$ cat src/rtl/i2s_rx_fblk_dcfilt_if.sv
// RAM-side bus of the block DC filter: read port of the idle Rx bank and the
// write-back port for filtered samples. Parameter ADDR_W matches the filter.
interface i2s_rx_fblk_dcfilt_if #(
  parameter int ADDR_W = 10
);
  // Transfer semantics: there is no valid/ready pair on this bus. A read
  // address presented in one cycle returns data on L_f_RAM_RD_DATA_i in the
  // next cycle; a write takes place in every cycle with L_f_RAM_Wr_en_o high,
  // and the RAM must always accept it (it never stalls the filter).
  logic [15:0]       L_f_RAM_RD_DATA_i;
  logic [ADDR_W-1:0] L_f_RAM_RaDDR_o;
  logic [ADDR_W-1:0] L_f_RAM_WaDDR_o;
  logic              L_f_RAM_Wr_en_o;
  logic [15:0]       L_f_RAM_WR_DATA_o;

  modport master (
    input  L_f_RAM_RD_DATA_i,
    output L_f_RAM_RaDDR_o,
    output L_f_RAM_WaDDR_o,
    output L_f_RAM_Wr_en_o,
    output L_f_RAM_WR_DATA_o
  );

  modport slave (
    output L_f_RAM_RD_DATA_i,
    input  L_f_RAM_RaDDR_o,
    input  L_f_RAM_WaDDR_o,
    input  L_f_RAM_Wr_en_o,
    input  L_f_RAM_WR_DATA_o
  );
endinterface

$ cat src/rtl/i2s_rx_fblk_dcfilt.sv
// Block-mode DC-removal filter over a filled Rx RAM bank (read, filter, write back).
// Optional peak-magnitude tracking is built when I2S_FBLK_PEAK_EN is defined.
module i2s_rx_fblk_dcfilt #(
  parameter int ADDR_W = 10
) (
  input  logic                        WBs_CLK_i,
  input  logic                        WBs_RST_i,
  input  logic                        f_start_i,
  input  logic                        enable_i,
  input  logic [3:0]                  shift_i,
  i2s_rx_fblk_dcfilt_if.master        ram,
  output logic                        busy_o,
  output logic                        done_o,
  output logic                        overrun_o,
  output logic [15:0]                 peak_o,
  output logic [1:0]                  state_dbg
);

  typedef enum logic [1:0] {
    S_IDLE = 2'd0,
    S_READ = 2'd1,
    S_PROC = 2'd2,
    S_DONE = 2'd3
  } state_t;

  state_t              state;
  state_t              state_nxt;
  logic [ADDR_W-1:0]   idx;
  logic [ADDR_W-1:0]   idx_nxt;
  logic                idx_last;
  logic                start_blk;

  logic signed [23:0]  dc;
  logic signed [23:0]  dc_nxt;
  logic        [15:0]  x;
  logic        [15:0]  y;
  logic signed [24:0]  diff;
  logic signed [24:0]  diff_sh;
  logic        [16:0]  y_wide;
  logic                bypass;

  assign x         = ram.L_f_RAM_RD_DATA_i;
  assign idx_last  = (idx == {ADDR_W{1'b1}});
  assign bypass    = (shift_i == 4'd0);
  assign start_blk = (state == S_IDLE) && f_start_i && enable_i;
  assign state_dbg = state;

  // dc is 16.8 fixed point; the sample is lifted to the same scale before the
  // difference, and the arithmetic shift sets the tracking time constant.
  always_comb begin
    diff    = {x[15], x, 8'h00} - {dc[23], dc};
    diff_sh = diff >>> shift_i;
    dc_nxt  = dc + diff_sh[23:0];
    y_wide  = {x[15], x} - {dc[23], dc[23:8]};
    if (bypass) begin
      y = x;
    end else if (y_wide[16] != y_wide[15]) begin
      y = y_wide[16] ? 16'h8000 : 16'h7FFF;
    end else begin
      y = y_wide[15:0];
    end
  end

  always_ff @(posedge WBs_CLK_i) begin
    if (WBs_RST_i) begin
      state     <= S_IDLE;
      idx       <= '0;
      dc        <= '0;
      overrun_o <= 1'b0;
    end else begin
      state <= state_nxt;
      idx   <= idx_nxt;
      if ((state == S_PROC) && !bypass) begin
        dc <= dc_nxt;
      end
      // A start request arriving in any busy state, DONE included, is dropped.
      if (f_start_i && (state != S_IDLE)) begin
        overrun_o <= 1'b1;
      end
    end
  end

  always_comb begin
    state_nxt = state;
    idx_nxt   = idx;
    case (state)
      S_IDLE: begin
        if (start_blk) begin
          state_nxt = S_READ;
          idx_nxt   = '0;
        end
      end
      S_READ: begin
        state_nxt = S_PROC;
      end
      S_PROC: begin
        if (idx_last) begin
          state_nxt = S_DONE;
        end else begin
          state_nxt = S_READ;
          idx_nxt   = idx + {{(ADDR_W-1){1'b0}}, 1'b1};
        end
      end
      S_DONE: begin
        state_nxt = S_IDLE;
      end
      default: begin
        state_nxt = S_IDLE;
      end
    endcase
  end

  // Outputs are forced low while reset is held so the RAM never sees a stray write.
  always_comb begin
    ram.L_f_RAM_RaDDR_o   = '0;
    ram.L_f_RAM_WaDDR_o   = '0;
    ram.L_f_RAM_Wr_en_o   = 1'b0;
    ram.L_f_RAM_WR_DATA_o = 16'h0000;
    busy_o                = 1'b0;
    done_o                = 1'b0;
    if (!WBs_RST_i) begin
      case (state)
        S_READ: begin
          ram.L_f_RAM_RaDDR_o = idx;
          busy_o              = 1'b1;
        end
        S_PROC: begin
          ram.L_f_RAM_WaDDR_o   = idx;
          ram.L_f_RAM_Wr_en_o   = 1'b1;
          ram.L_f_RAM_WR_DATA_o = y;
          busy_o                = 1'b1;
        end
        S_DONE: begin
          busy_o = 1'b1;
          done_o = 1'b1;
        end
        default: begin
          busy_o = 1'b0;
        end
      endcase
    end
  end

`ifdef I2S_FBLK_PEAK_EN
  logic [15:0] peak_acc;
  logic [15:0] y_abs;

  // The magnitude of -32768 does not fit in 15 bits, so it is clipped to 32767.
  always_comb begin
    if (y == 16'h8000) begin
      y_abs = 16'h7FFF;
    end else if (y[15]) begin
      y_abs = 16'h0000 - y;
    end else begin
      y_abs = y;
    end
  end

  always_ff @(posedge WBs_CLK_i) begin
    if (WBs_RST_i) begin
      peak_acc <= 16'h0000;
      peak_o   <= 16'h0000;
    end else begin
      if (start_blk) begin
        peak_acc <= 16'h0000;
      end else if ((state == S_PROC) && (y_abs > peak_acc)) begin
        peak_acc <= y_abs;
      end
      if (state == S_DONE) begin
        peak_o <= peak_acc;
      end
    end
  end
`else
  assign peak_o = 16'h0000;
`endif

endmodule

$ cat src/flat_wrapper.sv
// flat-port wrapper written by rule: the top's interface ports become plain ports
module i2s_rx_fblk_dcfilt_flat 
#(
  parameter int ADDR_W = 10
)
  (WBs_CLK_i, WBs_RST_i, f_start_i, enable_i, shift_i, busy_o, done_o, overrun_o, peak_o, state_dbg, ram_L_f_RAM_RD_DATA_i, ram_L_f_RAM_RaDDR_o, ram_L_f_RAM_WaDDR_o, ram_L_f_RAM_Wr_en_o, ram_L_f_RAM_WR_DATA_o);
  i2s_rx_fblk_dcfilt_if #(.ADDR_W(ADDR_W)) ram_i ();
  input  logic WBs_CLK_i;
  input  logic WBs_RST_i;
  input  logic f_start_i;
  input  logic enable_i;
  input  logic [3:0] shift_i;
  output logic busy_o;
  output logic done_o;
  output logic overrun_o;
  output logic [15:0] peak_o;
  output logic [1:0] state_dbg;
  input wire logic [$bits(ram_i.L_f_RAM_RD_DATA_i)-1:0] ram_L_f_RAM_RD_DATA_i;
  output wire logic [$bits(ram_i.L_f_RAM_RaDDR_o)-1:0] ram_L_f_RAM_RaDDR_o;
  output wire logic [$bits(ram_i.L_f_RAM_WaDDR_o)-1:0] ram_L_f_RAM_WaDDR_o;
  output wire logic [$bits(ram_i.L_f_RAM_Wr_en_o)-1:0] ram_L_f_RAM_Wr_en_o;
  output wire logic [$bits(ram_i.L_f_RAM_WR_DATA_o)-1:0] ram_L_f_RAM_WR_DATA_o;
  assign ram_i.L_f_RAM_RD_DATA_i = ram_L_f_RAM_RD_DATA_i;
  assign ram_L_f_RAM_RaDDR_o = ram_i.L_f_RAM_RaDDR_o;
  assign ram_L_f_RAM_WaDDR_o = ram_i.L_f_RAM_WaDDR_o;
  assign ram_L_f_RAM_Wr_en_o = ram_i.L_f_RAM_Wr_en_o;
  assign ram_L_f_RAM_WR_DATA_o = ram_i.L_f_RAM_WR_DATA_o;
  i2s_rx_fblk_dcfilt #(.ADDR_W(ADDR_W)) u_core (.WBs_CLK_i(WBs_CLK_i), .WBs_RST_i(WBs_RST_i), .f_start_i(f_start_i), .enable_i(enable_i), .shift_i(shift_i), .ram(ram_i), .busy_o(busy_o), .done_o(done_o), .overrun_o(overrun_o), .peak_o(peak_o), .state_dbg(state_dbg));
endmodule
$ cat config.mk
export PLATFORM = sky130hd
export DESIGN_NAME = i2s_rx_fblk_dcfilt_flat
export DESIGN_NICKNAME = d
export VERILOG_FILES = /design/src/rtl/i2s_rx_fblk_dcfilt_if.sv /design/src/rtl/i2s_rx_fblk_dcfilt.sv /design/src/flat_wrapper.sv
export SDC_FILE = /design/constraint.sdc
export NUM_CORES = 1
export LEC_CHECK = 0
export BUFFER_PORTS_ARGS = -buffer_cell sky130_fd_sc_hd__buf_2
export CAP_MARGIN = 20
export CORE_MARGIN = 2
export CORE_UTILIZATION = 54
export DETAILED_ROUTE_END_ITERATION = 16
export PLACE_DENSITY = 0.78
export SYNTH_ARGS = -nofsm -noshare
export SYNTH_HDL_FRONTEND = slang
export SYNTH_SLANG_ARGS = --single-unit
export TNS_END_PERCENT = 100
$ cat constraint.sdc
create_clock -name WBs_CLK_i -period 5.3 [get_ports WBs_CLK_i]
set_clock_uncertainty 0.15 [all_clocks]
set_input_delay 0.53 -clock WBs_CLK_i [delete_from_list [all_inputs] [get_ports WBs_CLK_i]]
set_output_delay 0.53 -clock WBs_CLK_i [all_outputs]
set_load 0.05 [all_outputs]
== Word-level counts from Yosys, hierarchy flattened ==
Cells that the tools add are included.
Storage, ports and cells
  flip-flop bits (word level): 37
  bits in latches: 0
  bits in writable memories: 0
  memory bits (read-only): 0
  bits of input ports: 24
  output and inout port bits: 58
  logic and storage cells: 48
  memories kept: 0
Cells by class
  add/subtract/negate cells: 4
  multipliers: 0
  div/mod/pow operators: 0
  magnitude comparators: 0
  equal/unequal tests: 7
  shifts and indexed selects: 1
  mux-type cells: 21
  bitwise gates (word level): 0
  reduce and logical (&&, ||, !) cells: 11
Operators by type and width (count)
  16-bit 2-to-1 mux: 5
  10-bit 2-to-1 mux: 6
  25-bit by 4-bit >>> shifter with 24-bit output: 1
  24-bit by 24-bit subtractor with 25-bit output: 1
  24-bit adder: 1
  10-bit one-hot mux with 2 select lines: 1
  16-bit by 16-bit subtractor with 17-bit output: 1
  10-bit by 1-bit adder with 10-bit output, second input constant: 1
  10-bit equality test, second input constant: 1
  2-bit one-hot mux with 4 select lines: 1
  1-bit 2-to-1 mux: 6
  2-bit equality test, second input constant: 2
  1-bit logical AND: 4
  4-bit logical NOT: 1
  2-bit 2-to-1 mux: 2
  2-bit nonzero test: 2
  3-bit AND reduction: 1
  3-bit OR reduction: 1
  2-bit by 1-bit equality test with 1-bit output, second input constant: 1
  2-bit logical NOT: 1
  2-bit by 1-bit != test with 1-bit output, second input constant: 1
  2-bit != test, second input constant: 1
  1-bit logical NOT: 1
  1-bit != test: 1

== Depth between registers and ports, before layout ==
Gate-level depths: netlist of the first run.
  depth after elaboration: 6
  gate-level depth with buffers: 22
  gate-level depth less buffers: 21

== Worst setup path before layout of the first run ==
OpenSTA, ideal clock, no wires.
  path kind: input to register
  from: input ram_L_f_RAM_RD_DATA_i[6]
  to: register u_core.dc[21]
  setup time: 0.132 ns
  arrival time: 4.694 ns
  required time: 5.018 ns
  setup slack: 0.324 ns
  stages on the path: 18
  buffers on the path: 1
  cell sequence: ha_1 > buf_2 > nand2_1 > o21ai_1 > mux2_2 > or4_1 > o31a_1 > a22oi_1 > mux4_2 > ha_1 > o21a_1 > a2111oi_0 > o21ai_0 > a221oi_1 > o31ai_1 > xor2_1 > nand2_1 > a21oi_1
On the way
  cells in the longest elaborated chain, start to end: 3
Ends and longest elaborated chain
  from (decl): RTL line flat_wrapper.sv:18  | input wire logic [$bits(ram_i.L_f_RAM_RD_DATA_i)-1:0] ram_L_f_RAM_RD_DATA_i;
  24-bit by 24-bit subtractor with 25-bit output: RTL line i2s_rx_fblk_dcfilt.sv:51  | diff = {x[15], x, 8'h00} - {dc[23], dc};
  25-bit by 4-bit >>> shifter with 24-bit output: RTL line i2s_rx_fblk_dcfilt.sv:52  | diff_sh = diff >>> shift_i;
  24-bit adder: RTL line i2s_rx_fblk_dcfilt.sv:53  | dc_nxt = dc + diff_sh[23:0];
  to (signal assigned): RTL line i2s_rx_fblk_dcfilt.sv:74  | dc <= dc_nxt;
  to (decl): RTL line i2s_rx_fblk_dcfilt.sv:33  | logic signed [23:0] dc;
Every way passes these cells.
A chain may end at the register's enable or synchronous reset.

== Worst setup path after layout of the first run ==
  from: register u_core.dc[9]
  to: register u_core.dc[20]
On the way
  cells in the longest elaborated chain, start to end: 3
Ends and longest elaborated chain (RTL line)
  24-bit by 24-bit subtractor with 25-bit output: i2s_rx_fblk_dcfilt.sv:51
  25-bit by 4-bit >>> shifter with 24-bit output: i2s_rx_fblk_dcfilt.sv:52
  24-bit adder *: i2s_rx_fblk_dcfilt.sv:53
Mark *: on every way between the ends. The rest lies on a longest branch, timed or not.

==> flow_metrics.env, run 1 <==
export IMPL_fp_dieArea_sq_mm=0.0122
export IMPL_netlist_top_cells_count="a21oi_1 (77), nor2_1 (73), nand2_1 (67), o21ai_0 (44), ha_1 (43)"
export IMPL_clock_path_buffers=2
export IMPL_ys_types=81
export IMPL_cp_num_buf_inv=3
export IMPL_slew_viol_final=0
export IMPL_rows=38
export IMPL_drive_gt1_frac=0.313
export IMPL_place_hpwl_mm=14.4
export IMPL_start_kind="register"
export IMPL_synth_edf_count=0
export IMPL_critPathSlowestCell="or4_1"
export IMPL_design_area_sq_mm=0.00757
export IMPL_worst_slew_pin_slew_ns=0.837
export IMPL_cts_clk_slew_worst_paths_ns=0.06
export IMPL_grt_pass1_wl_mm=30.1
export IMPL_h_tree_depth=2
export IMPL_core_area_sq_mm=0.0109
export IMPL_cp_end_kind="register"
export IMPL_hold_violations=0
export IMPL_wl_mm=19.6
export IMPL_drtIter0Drc=637
export IMPL_ioPinCount=82
export IMPL_nets=1001
export IMPL_die_x_microns=110
export IMPL_start_util=0.559
export IMPL_viasPerCell=6.32
export IMPL_cts_buffers=5
export IMPL_synth_async_sr_flop_share=0
export IMPL_antenna_found_initial=0
export IMPL_fmax_mhz=192
export IMPL_via_count=6779
export IMPL_fillers=869
export IMPL_clk_insertion_delay_late_ns=0.29
export IMPL_p_per_area_mw_per_mm2=210
export IMPL_place_inst=1054
export IMPL_rsz0062_at_grt="true"
export IMPL_worstPathCellList="inv_1 > ha_4 > buf_4 > and2_1 > nand4_1 > and4b_2 > or4_1 > o31a_1 > a22oi_2 > mux4_2 > ha_1 > buf_4 > nor2b_2 > o31a_1 > o2111ai_2 > a21oi_2 > o41a_1 > a31oi_1 > or4_1 > o311ai_0"
export IMPL_yosys_top_cells_area="dfxtp_1 (12%), ha_1 (8.8%), a21oi_1 (6.3%)"
export IMPL_ir_drop_mv=0.148
export IMPL_cp_arrival_ns=5.19
export IMPL_fin_cells=1073
export IMPL_syn_avg_cell_area_sq_um=7.64
export IMPL_io_buffers=65
export IMPL_cap_violations=0
export IMPL_syn_area_sq_mm=0.00611
export IMPL_synth_top_flop_cell="dfxtp_1"
export IMPL_synth_top_area_frac=0.121
export IMPL_clkSinkCount=37
export IMPL_cp_data_required_time_ns=5.28
export IMPL_drc=0
export IMPL_maxSlewHeadroom=0.436
export IMPL_multi_input_area_sq_mm=0.00517
export IMPL_wire_per_inst_microns=18.3
export IMPL_grt_overflow_total=0
export IMPL_syn_inst=800
export IMPL_timing_final_crit_share=0.983
export IMPL_hp_class="primary input to register"
export IMPL_synth_warnings=0
export IMPL_cts_tree="done"
export IMPL_setup_viol=0
export IMPL_yosysMostFrequentCell="a21oi_1"
export IMPL_regArea_sq_um=751
export IMPL_critPathMaxFanout=4
export IMPL_dr_pass1_iters=5
export IMPL_grt_pass1_vias=6160
export IMPL_crit_type="register to register"
export IMPL_fin_crit_ns=5.21
export IMPL_place_area_sq_mm=0.00696
export IMPL_area_growth_syn_to_layout_pct=23.8
export IMPL_max_stage_delay_ns=0.49
export IMPL_grt_usage=0.292
export IMPL_critical_path_top_delay_family="compound AO/OA/AOI/OAI gates"
export IMPL_status="finished, final reports clean"
export IMPL_p_leak_nw=3.30
export IMPL_gp_congestion=0.996
export IMPL_die_y_microns=110
export IMPL_ys_seq_elements=37
export IMPL_synth_largest_area_cell="dfxtp_1"
export IMPL_ys_seq_area_frac=0.121
export IMPL_antenna_cells=0
export IMPL_clockRootBuffer="clkbuf_16"
export IMPL_ant_nets=0
export IMPL_grt_max_degree=42
[sequential cells by signal (all words and copies together) (netlist names)]
signal            flops
u_core.state_dbg      2
u_core.overrun_o      1
u_core.idx           10
u_core.dc            24
[cells by family (layout without fill, tap and decap cells)]
family	count (synthesis)	after routing	synth area share
flops	37	37	0.121
xor+xnor	49	49	0.0726
compound gates	243	243	0.259
other cells	1	16	0.000613
fa+ha+maj	45	45	0.0945
simple gates	261	261	0.217
mux	61	61	0.135
buf+inv	103	221	0.0997
[what timing repair did]
item,in CTS,in global routing
setup endpoints to repair,3,13
hold buffers,0,0
setup buffers,0,11
gates resized for setup,2,78
pin swaps,0,17
[layout make-up]
cell class                      count  share of cell area
Multi-Input combinational cell    675               0.684
Clock inverter                      2             0.00513
Timing Repair Buffer              173               0.152
Clock buffer                        6              0.0170
Inverter                           40              0.0198
Sequential cell                    37              0.0992
Tap cell                          140              0.0231
[where the power goes]
part | switching, W | internal [W] | total (W)
sequential | 0.0000106 | 0.000285 | 0.000296
combinational | 0.000515 | 0.000423 | 0.000938
clock | 0.000129 | 0.000223 | 0.000352
[layout by cell type (no fill, tap or decap), types with 9 or more instances in the layout]
cell type  synthesis  final
o21a_1            11     11
a21oi_1           77     63
xor2_1            23     21
xnor2_1           24     22
mux4_2            16     16
and3_1             9      9
a21oi_2            0     13
inv_1             40     39
o21ai_0           44     40
dfxtp_1           37     31
nand3_1           10     10
nand2_1           67     67
nor2_1            73     71
buf_2              9     65
mux2i_1           37     32
a21o_1            16     16
and2_1            24     24
ha_1              43     34
a211oi_1          14     12
or3_1             10     10
nor3_1            18     17
o22ai_1           16     16
conb_1             1     16
buf_4             17    107
nand4_1           10     10
[worst register-to-register path, stage by stage (launching register included)]
cell       delay [ns]
dfxtp_4          0.37
inv_1            0.09
ha_4             0.28
buf_4            0.12
and2_1           0.14
nand4_1          0.25
and4b_2          0.38
or4_1            0.49
o31a_1           0.17
a22oi_2          0.19
mux4_2           0.26
ha_1             0.24
buf_4            0.15
nor2b_2          0.15
o31a_1           0.34
o2111ai_2        0.24
a21oi_2          0.11
o41a_1           0.46
a31oi_1          0.21
or4_1            0.13
o311ai_0         0.12
[final timing paths]
path            startpoint  cells after the start                to  slack [ns]
max           u_core.dc[9]                     20     u_core.dc[20]        0.09
min reg2reg  u_core.dc[15]                      2     u_core.dc[15]        0.32
max reg2reg   u_core.dc[9]                     20     u_core.dc[20]        0.09
min              f_start_i                      3  u_core.overrun_o        0.32
[stage by stage]
| step | setup WS (ns) | utilization | total power, W | setup TNS, ns | hold WS [ns] |
|---|---|---|---|---|---|
| global route | -0.0951 | 0.692 | 0.00167 | -0.292 | 0.359 |
| CTS | 0.0399 | 0.653 | 0.00148 | 0 | 0.324 |
| finish | 0.0900 | 0.692 | 0.00159 | 0 | 0.322 |
| floorplan | 0.324 | - | 0.000886 | 0 | 0.299 |
| detailed placement | -0.206 | 0.636 | 0.00113 | -0.700 | 0.325 |
| global placement | -0.124 | 0.636 | 0.00112 | -0.323 | 0.305 |
[per-layer routing]
metal / global-route usage / part of all wire / up-vias
li1: - / - / 3156
met1: 0.383 / 0.40 / 3167
met2: 0.498 / 0.47 / 395
met3: 0.0521 / 0.090 / 61
met4: 0.0717 / 0.035 / 0
met5: 0 / 0 / -
Note: power is estimated with default switching activity, not from simulation.
==> run 2: changes to the inputs <==
--- a/config.mk
+++ b/config.mk
@@ -8,9 +8,8 @@
 export BUFFER_PORTS_ARGS = -buffer_cell sky130_fd_sc_hd__buf_2
 export CAP_MARGIN = 20
 export CORE_MARGIN = 2
-export CORE_UTILIZATION = 54
+export CORE_UTILIZATION = 30
 export DETAILED_ROUTE_END_ITERATION = 16
-export PLACE_DENSITY = 0.78
 export SYNTH_ARGS = -nofsm -noshare
 export SYNTH_HDL_FRONTEND = slang
 export SYNTH_SLANG_ARGS = --single-unit
==> flow_metrics.env, run 2 (synthesis results as in run 1) <==
export IMPL_status="finished, final reports clean"
export IMPL_wire_per_inst_microns=16.2
export IMPL_r2r_slack_ns=0.18
export IMPL_via_count=6413
export IMPL_die_y_microns=147
export IMPL_io_buffers=65
export IMPL_combPwrFrac=0.579
export IMPL_antenna_cells=0
export IMPL_cp_data_required_time_ns=5.30
export IMPL_cts_tree="done"
export IMPL_crit_start="u_core.dc[12]"
export IMPL_viasPerCell=5.36
export IMPL_start_util=0.304
export IMPL_setup_viol=0
export IMPL_h_tree_depth=2
export IMPL_die_x_microns=147
export IMPL_internal_power_w=0.000944
export IMPL_cts_buffers=5
export IMPL_cp_endpoint="u_core.dc[22]"
export IMPL_layout_common_cells="buf_4 (100), nor2_1 (71), a21oi_1 (67), nand2_1 (67), buf_2 (65)"
export IMPL_timing_rr_start="u_core.dc[12]"
export IMPL_hold_violations=0
export IMPL_nets=994
export IMPL_fin_crit_ns=5.12
export IMPL_drtIter0Drc=454
export IMPL_grt_pass1_vias=5845
export IMPL_sequentialPowerShare=0.187
export IMPL_cap_violations=0
export IMPL_tns_ns=0
export IMPL_ir_drop_mv=0.135
export IMPL_crit_type="register to register"
export IMPL_p_clk_frac=0.234
export IMPL_fp_dieArea_sq_mm=0.0215
export IMPL_grt_usage=0.172
export IMPL_top_register="u_core.dc"
export IMPL_design_area_sq_mm=0.00767
export IMPL_wl_mm=19.4
export IMPL_timing_final_crit_share=0.965
export IMPL_dr_pass1_iters=5
export IMPL_start_kind="register"
export IMPL_antenna_found_initial=0
export IMPL_layout_commonest_cell="buf_4"
export IMPL_p_per_area_mw_per_mm2=207
export IMPL_largest_reg_flops=24
export IMPL_place_area_sq_mm=0.00710
export IMPL_drive_gt1_frac=0.305
export IMPL_place_hpwl_mm=14.9
export IMPL_clkSinkCount=37
export IMPL_p_leak_nw=3.27
export IMPL_grt_max_degree=42
export IMPL_fmax_mhz=195
export IMPL_drc=0
export IMPL_rr_worst_depth=21
export IMPL_grt_overflow_total=0
export IMPL_ioPinCount=82
export IMPL_clk_insertion_delay_late_ns=0.30
export IMPL_rows=52
export IMPL_slew_viol_final=0
export IMPL_final_core_util=0.382
export IMPL_maxSlewHeadroom=0.428
export IMPL_core_area_sq_mm=0.0201
export IMPL_clock_path_buffers=2
export IMPL_hp_class="primary input to register"
export IMPL_area_growth_syn_to_layout_pct=25.5
export IMPL_cts_clk_slew_worst_paths_ns=0.06
export IMPL_ant_nets=0
export IMPL_crit_reg2reg_capture="u_core.dc[22]"
export IMPL_gp_congestion=0.893
export IMPL_cp_arrival_ns=5.12
export IMPL_cp_end_kind="register"
export IMPL_grt_pass1_wl_mm=30.3
export IMPL_power_switching_share=0.407
export IMPL_worst_slew_pin_slew_ns=0.856
export IMPL_clockRootBuffer="clkbuf_16"
export IMPL_critPathMaxFanout=5
export IMPL_p_sw_w=0.000647
run 2: changes by cell type in the layout (fill, tap and decap cells not counted), sizes merged:
| cell | previous run | this run |
|---|---|---|
| clkinvlp | 0 | 1 |
| clkinv | 1 | 0 |
| buf | 173 | 166 |
run 2: final cells by class:
class	instances	area, sq um
clock inverters	2	37.5
repair buffers	166	1100
clock buffers	6	139
inverters	40	150
flip-flops and latches	37	749
multi-input cells	675	5160
fillers	2089	12400
well taps	270	338
run 2: power by group through the flow:
stage               registers (W)  logic (W)  clock network (W)
finish                   0.000297   0.000922           0.000372
global route             0.000298    0.00100           0.000388
CTS                      0.000297   0.000842           0.000374
detailed placement       0.000303   0.000836                  0
global placement         0.000303   0.000830                  0
floorplan                0.000301   0.000585                  0
run 2: worst min path at each step:
stage	from	end	slack, ns	cells after the start
finish	f_start_i	u_core.overrun_o	0.31	3
global route	f_start_i	u_core.overrun_o	0.33	3
CTS	f_start_i	u_core.overrun_o	0.31	3
detailed placement	u_core.overrun_o	u_core.overrun_o	0.31	2
global placement	u_core.overrun_o	u_core.overrun_o	0.31	2
floorplan	u_core.dc[9]	u_core.dc[9]	0.30	2
run 2: what timing repair did:
item                       in CTS  in global routing
setup endpoints to repair       3                 12
pin swaps                       0                  9
gates resized for setup         1                 71
hold buffers                    0                  0
setup buffers                   0                  5
run 2: worst max-delay path, stage by stage (launching register included):
cell and delay, ns:
dfxtp_1 0.38, inv_1 0.14, ha_4 0.32, buf_4 0.15, and4_1 0.22, nand4_1 0.16
a31oi_4 0.25, o21a_1 0.19, o31a_1 0.22, buf_4 0.14, mux2i_1 0.09, mux4_2 0.50
ha_1 0.31, buf_4 0.15, o21a_1 0.16, o31a_1 0.13, o2111ai_2 0.28, a21oi_2 0.11
o41a_1 0.43, a31oi_1 0.23, or4_1 0.13, o311ai_0 0.11
run 2: stage by stage:
step / setup slack (ns) / hold WS [ns] / total power [W] / instances
2_1_floorplan: 0.324 / 0.299 / 0.000886 / 815
4_1_cts: 0.00690 / 0.313 / 0.00151 / 1191
3_5_place_dp: -0.103 / 0.312 / 0.00114 / 1183
3_3_place_gp: -0.102 / 0.306 / 0.00113 / 1183
6_report: 0.185 / 0.312 / 0.00159 / 1196
5_1_grt: -0.0466 / 0.332 / 0.00169 / 1196
run 2: layer usage:
layer	vias to the layer above	track usage	routed length [microns]
li1	3148	-	-
met1	3015	0.235	8800
met2	218	0.283	9040
met3	32	0.0264	1180
met4	0	0.0485	395
met5	-	0	0
